### config.mk
export PLATFORM = sky130hd
export DESIGN_NAME = uinstr_addr_seq
export DESIGN_NICKNAME = d
export VERILOG_FILES = /design/src/rtl/uinstr_addr_seq.sv
export SDC_FILE = /design/constraint.sdc
export NUM_CORES = 1
export LEC_CHECK = 0
export CORE_AREA = 2 2 59 61
export DETAILED_ROUTE_END_ITERATION = 10
export DIE_AREA = 0 0 61 63
export PLACE_DENSITY = 0.84
export SYNTH_ARGS = -nofsm -noshare
export SYNTH_HDL_FRONTEND = slang
export SYNTH_SLANG_ARGS = --single-unit
### constraint.sdc
create_clock -name clk_i -period 3.2 [get_ports clk_i]
set_input_delay 0.8 -clock clk_i [delete_from_list [all_inputs] [get_ports clk_i]]
set_output_delay 0.8 -clock clk_i [all_outputs]
set_load 0.02 [all_outputs]
### src/rtl/uinstr_addr_seq.sv
// uinstr_addr_seq: operand-address sequencer between the micro-instruction issue stage and the
// vector register file read port. One micro-instruction is latched per handshake. Its enabled
// sources are issued as valid/ready read-address beats in ascending order, followed by an
// optional addr+1 beat for a register pair. The opcode is then pushed downstream.
//
// Optional feature macro: UINSTR_ADDR_SEQ_SKIP_EN
//   defined   - uinstr_src_en_i selects which sources are issued; an empty mask goes straight
//               to the opcode push.
//   undefined - uinstr_src_en_i is ignored and every source is issued.
module uinstr_addr_seq #(
  parameter int unsigned NUM_SRC  = 3,
  parameter int unsigned ADDR_W   = 5,
  parameter int unsigned OPCODE_W = 8
) (
  input  logic                      clk_i,
  input  logic                      arst_ni,
  input  logic                      uinstr_valid_i,
  output logic                      uinstr_ready_o,
  input  logic [OPCODE_W-1:0]       uinstr_opcode_i,
  input  logic [NUM_SRC*ADDR_W-1:0] uinstr_src_i,
  input  logic [NUM_SRC-1:0]        uinstr_src_en_i,
  input  logic                      uinstr_pair_i,
  output logic                      rd_addr_valid_o,
  input  logic                      rd_addr_ready_i,
  output logic [ADDR_W-1:0]         rd_addr_o,
  output logic                      rd_addr_last_o,
  output logic                      op_valid_o,
  input  logic                      op_ready_i,
  output logic [OPCODE_W-1:0]       op_o,
  output logic                      busy_o
);

  localparam int unsigned IdxW = $clog2(NUM_SRC + 2);
  // Beat index value reserved for the trailing register-pair beat.
  localparam logic [IdxW-1:0] PairIdx = IdxW'(NUM_SRC);

  localparam logic [1:0] StIdle  = 2'd0;
  localparam logic [1:0] StIssue = 2'd1;
  localparam logic [1:0] StPush  = 2'd2;

  logic [1:0]                          state_q, state_d;
  logic [OPCODE_W-1:0]                 op_q, op_d;
  logic [NUM_SRC-1:0][ADDR_W-1:0]      src_q, src_d;
  logic [NUM_SRC-1:0]                  mask_q, mask_d;
  logic                                pair_q, pair_d;
  logic [IdxW-1:0]                     idx_q, idx_d;

  logic [NUM_SRC-1:0] eff_mask;
  logic [ADDR_W-1:0]  sel_addr;
  logic [ADDR_W-1:0]  last_addr;
  logic [ADDR_W-1:0]  beat_addr;
  logic [IdxW-1:0]    next_idx;
  logic               is_pair_beat;
  logic               beat_last;

`ifdef UINSTR_ADDR_SEQ_SKIP_EN
  assign eff_mask = uinstr_src_en_i;
`else
  assign eff_mask = '1;
  logic unused_src_en;
  assign unused_src_en = ^uinstr_src_en_i;
`endif

  // Lowest enabled source index at or above 'from'; PairIdx when none is left.
  function automatic logic [IdxW-1:0] first_en(input logic [NUM_SRC-1:0] m,
                                               input logic [IdxW-1:0]    from);
    logic [IdxW-1:0] r;
    r = PairIdx;
    for (int k = NUM_SRC - 1; k >= 0; k--) begin
      if (m[k] && (IdxW'(k) >= from)) r = IdxW'(k);
    end
    return r;
  endfunction

  // Decode the current beat's address and last flag from the latched instruction.
  always_comb begin
    sel_addr  = '0;
    last_addr = '0;
    for (int k = 0; k < NUM_SRC; k++) begin
      if (idx_q == IdxW'(k)) sel_addr = src_q[k];
      if (mask_q[k])         last_addr = src_q[k];
    end
    next_idx     = first_en(mask_q, idx_q + IdxW'(1));
    is_pair_beat = (idx_q == PairIdx);
    // Pair address wraps naturally at ADDR_W bits.
    beat_addr    = is_pair_beat ? (last_addr + ADDR_W'(1)) : sel_addr;
    beat_last    = is_pair_beat | (~pair_q & (next_idx == PairIdx));
  end

  // Next-state logic for the IDLE -> ISSUE -> PUSH sequence.
  always_comb begin
    state_d = state_q;
    op_d    = op_q;
    src_d   = src_q;
    mask_d  = mask_q;
    pair_d  = pair_q;
    idx_d   = idx_q;
    unique case (state_q)
      StIdle: begin
        if (uinstr_valid_i) begin
          op_d   = uinstr_opcode_i;
          src_d  = uinstr_src_i;
          mask_d = eff_mask;
          // A pair bit on an empty mask produces no beats at all.
          pair_d = uinstr_pair_i & (|eff_mask);
          idx_d  = first_en(eff_mask, '0);
          state_d = (|eff_mask) ? StIssue : StPush;
        end
      end
      StIssue: begin
        if (rd_addr_ready_i) begin
          idx_d = next_idx;
          if (beat_last) state_d = StPush;
        end
      end
      StPush: begin
        if (op_ready_i) state_d = StIdle;
      end
      default: state_d = StIdle;
    endcase
  end

  // State and instruction latches; asynchronous reset discards any in-flight instruction.
  always_ff @(posedge clk_i or negedge arst_ni) begin
    if (!arst_ni) begin
      state_q <= StIdle;
      op_q    <= '0;
      src_q   <= '0;
      mask_q  <= '0;
      pair_q  <= 1'b0;
      idx_q   <= '0;
    end else begin
      state_q <= state_d;
      op_q    <= op_d;
      src_q   <= src_d;
      mask_q  <= mask_d;
      pair_q  <= pair_d;
      idx_q   <= idx_d;
    end
  end

  // Outputs are decoded from registered state only.
  always_comb begin
    uinstr_ready_o  = (state_q == StIdle);
    busy_o          = (state_q != StIdle);
    rd_addr_valid_o = (state_q == StIssue);
    rd_addr_o       = rd_addr_valid_o ? beat_addr : '0;
    rd_addr_last_o  = rd_addr_valid_o & beat_last;
    op_valid_o      = (state_q == StPush);
    op_o            = op_valid_o ? op_q : '0;
  end

endmodule
==> flow_metrics.tcl <==
set metrics [dict create \
    grt_usage_pct 18.8 \
    grt_pass1_wl_um 5350 \
    rows 21 \
    hpwl_um 2320 \
    drc 0 \
    clock_sinks 29 \
    synth_cell_type_count 29 \
    worst_slack_ns 0.252 \
    path_class "reg2out" \
    synth_area_leaders "dfrtp_1, mux2_2, and2_1" \
    avgSynthCellArea_um2 11.8 \
    cts_buffer_depth 2 \
    place.gp.congestion 0.728 \
    nets 207 \
    num_antenna_cells 0 \
    dp_slack_ns 0.392 \
    rsz0062_at_grt "no" \
    drive_above_1_share_pct 25.3 \
    synth_area_leader_cell "dfrtp_1" \
    final_hold_viol_count 0 \
    drtIter0Drc 17 \
    finalWirelength_um 3130 \
    syn_nets 158 \
    cts_buffers 5 \
    core_area_um2 3230 \
    fp.dieH_um 63 \
    die_w_um 61 \
    outcome "complete, no violations" \
    final_cell_mix "clkdlybuf4s50_1, mux2_2, dfrtp_1" \
    finalSetupTns_ns 0 \
    ctsHoldBuffers 0 \
    dieArea_um2 3840 \
    fmax_ghz 0.339 \
    finalCritPeriodShare_pct 92.1 \
    initial_core_util_pct 45.8 \
    worstSkewPairLatency_ns 0.32 \
    portBuffers 46 \
    syn2layout_area_growth_pct 37.9 \
    finClkSkew_ns 0.00949 \
    synthCells 125 \
    cts_setup_buffers 0 \
    slew_headroom_pct 62.4 \
    cap_violations 0 \
    min_period_ns 2.95 \
    cp.required_ns 2.40 \
    dr.pass1.iters 4 \
    cts_root_buf "clkbuf_4" \
    ant_nets 0 \
    synth_top_area_share_pct 49.1 \
    netlist_area_um2 1480 \
    hold_class "reg2reg" \
    grt_start_max_net_pins 30 \
    io_pins 50 \
    cts_tree "done" \
    path_clk_slew_ns 0.09 \
    ir_worst_vdd_uv 608 \
    overflow 0 \
    drv_slew 0 \
    leakagePower_nw 0.855 \
    htreeDepth 2 \
    ys_ff_latch 29 \
    seq_area_frac_synth_pct 49.1 \
    avgViaCountPerCell 5.23 \
    layout_commonest_cell "clkdlybuf4s50_1" \
    grt_pass1_vias 1209 \
    critPathMaxFanout 9 \
    yosysWarnings 0 \
    routedWlPerCell_um 14.2 \
    pwr_density_cell_nw_per_um2 926 \
    tightest_slew_ns 0.563 \
    endpoint_kind "output port" \
    finalSetupViolations 0 \
    antenna_found_initial 0 \
    cp-start-kind "register" \
    arrival_ns 2.15 \
    vias 1150 \
]
-- layer usage --
metal | routed length (um) | track usage [%] | part of all wire [%] | up-vias
met5 | 0 | 0 | 0 | -
met4 | 27 | 5.98 | 0.86 | 0
met3 | 172 | 6.63 | 5.5 | 3
met2 | 1660 | 29.7 | 53 | 33
met1 | 1270 | 23.7 | 41 | 570
li1 | - | - | - | 544
-- metrics by stage --
| stage | area, um2 | cells | util [%] | hold slack, ns | power (mW) |
|---|---|---|---|---|---|
| 2_1_floorplan | 1480 | 125 | - | 0.472 | 1.34 |
| 3_3_place_gp | 1980 | 213 | 61.2 | 0.483 | 1.64 |
| 3_5_place_dp | 1980 | 213 | 61.2 | 0.487 | 1.68 |
| 4_1_cts | 2030 | 220 | 62.9 | 0.506 | 1.91 |
| 5_1_grt | 2040 | 220 | 63.1 | 0.526 | 2.03 |
| 6_report | 2040 | 220 | 63.1 | 0.501 | 1.89 |
-- logic make-up after synthesis --
kind of cell / count (synthesis) / share of synthesized area (%)
buf+inv: 13 / 4.99
mux: 30 / 23.5
fa+ha+maj: 1 / 0.846
flops: 29 / 49.1
compound gates: 22 / 9.47
simple gates: 30 / 12.1
-- worst max-delay path, cell delays in order (launching register included) --
cell and delay (ns):
dfrtp_1 0.43, nand2b_1 0.27, inv_2 0.19, o211ai_1 0.12, o32ai_1 0.16, clkdlybuf4s50_1 0.66
-- layout make-up --
class	count	area [um2]
tap	46	57.6
multi-input combinational	83	686
fill	266	1190
timing repair buffer	50	495
sequential	29	727
clock buffer	7	55.1
inverter	5	18.8
-- power by group --
| part | switching [mW] | total [mW] | internal [mW] |
|---|---|---|---|
| clock | 0.115 | 0.218 | 0.104 |
| sequential | 0.146 | 0.694 | 0.548 |
| combinational | 0.435 | 0.976 | 0.541 |
| total | 0.696 | 1.89 | 1.19 |
-- cells in the mapped netlist (all sizes together) --
master and n:
a211oi 2, a21boi 1, a21o 3, a21oi 3
a31oi 3, and2 11, buf 6, clkbuf 2
dfrtp 29, ha 1, inv 5, mux2 28
mux2i 1, mux4 1, nand2 2, nand2b 2
nand3 6, nand3b 2, nor2 2, nor2b 2
nor3b 1, o211ai 2, o21ai 5, o22ai 2
o32ai 1, or2 2
-- flip-flops by register name, indices dropped and copies added, names as in the netlist --
register,flops
idx_q,2
mask_q,1
op_q,8
pair_q,1
src_q,15
state_q,2
-- what timing repair did --
| action | CTS | global route |
|---|---|---|
| gates resized for setup | 0 | 3 |
| endpoints found under the setup margin | 0 | 3 |
| endpoints found under the hold margin | 0 | 0 |
-- worst paths after layout --
check,startpoint,to,slack (ns),cells after the start
worst max-delay path,state_q[1]$_DFFE_PN0P_,rd_addr_o[2],0.25,5
worst min-delay path,op_q[2]$_DFFE_PN0P_,op_q[2]$_DFFE_PN0P_,0.50,1
worst max register to register,state_q[0]$_DFFE_PN0P_,src_q[5]$_DFFE_PN0P_,1.71,3
worst min register to register,op_q[2]$_DFFE_PN0P_,op_q[2]$_DFFE_PN0P_,0.50,1
max in group asynchronous,arst_ni,idx_q[1]$_DFFE_PN0P_,2.05,2
min in group asynchronous,arst_ni,mask_q[0]$_DFFE_PN0P_,0.85,2
Power figures use the tool's default switching activity.
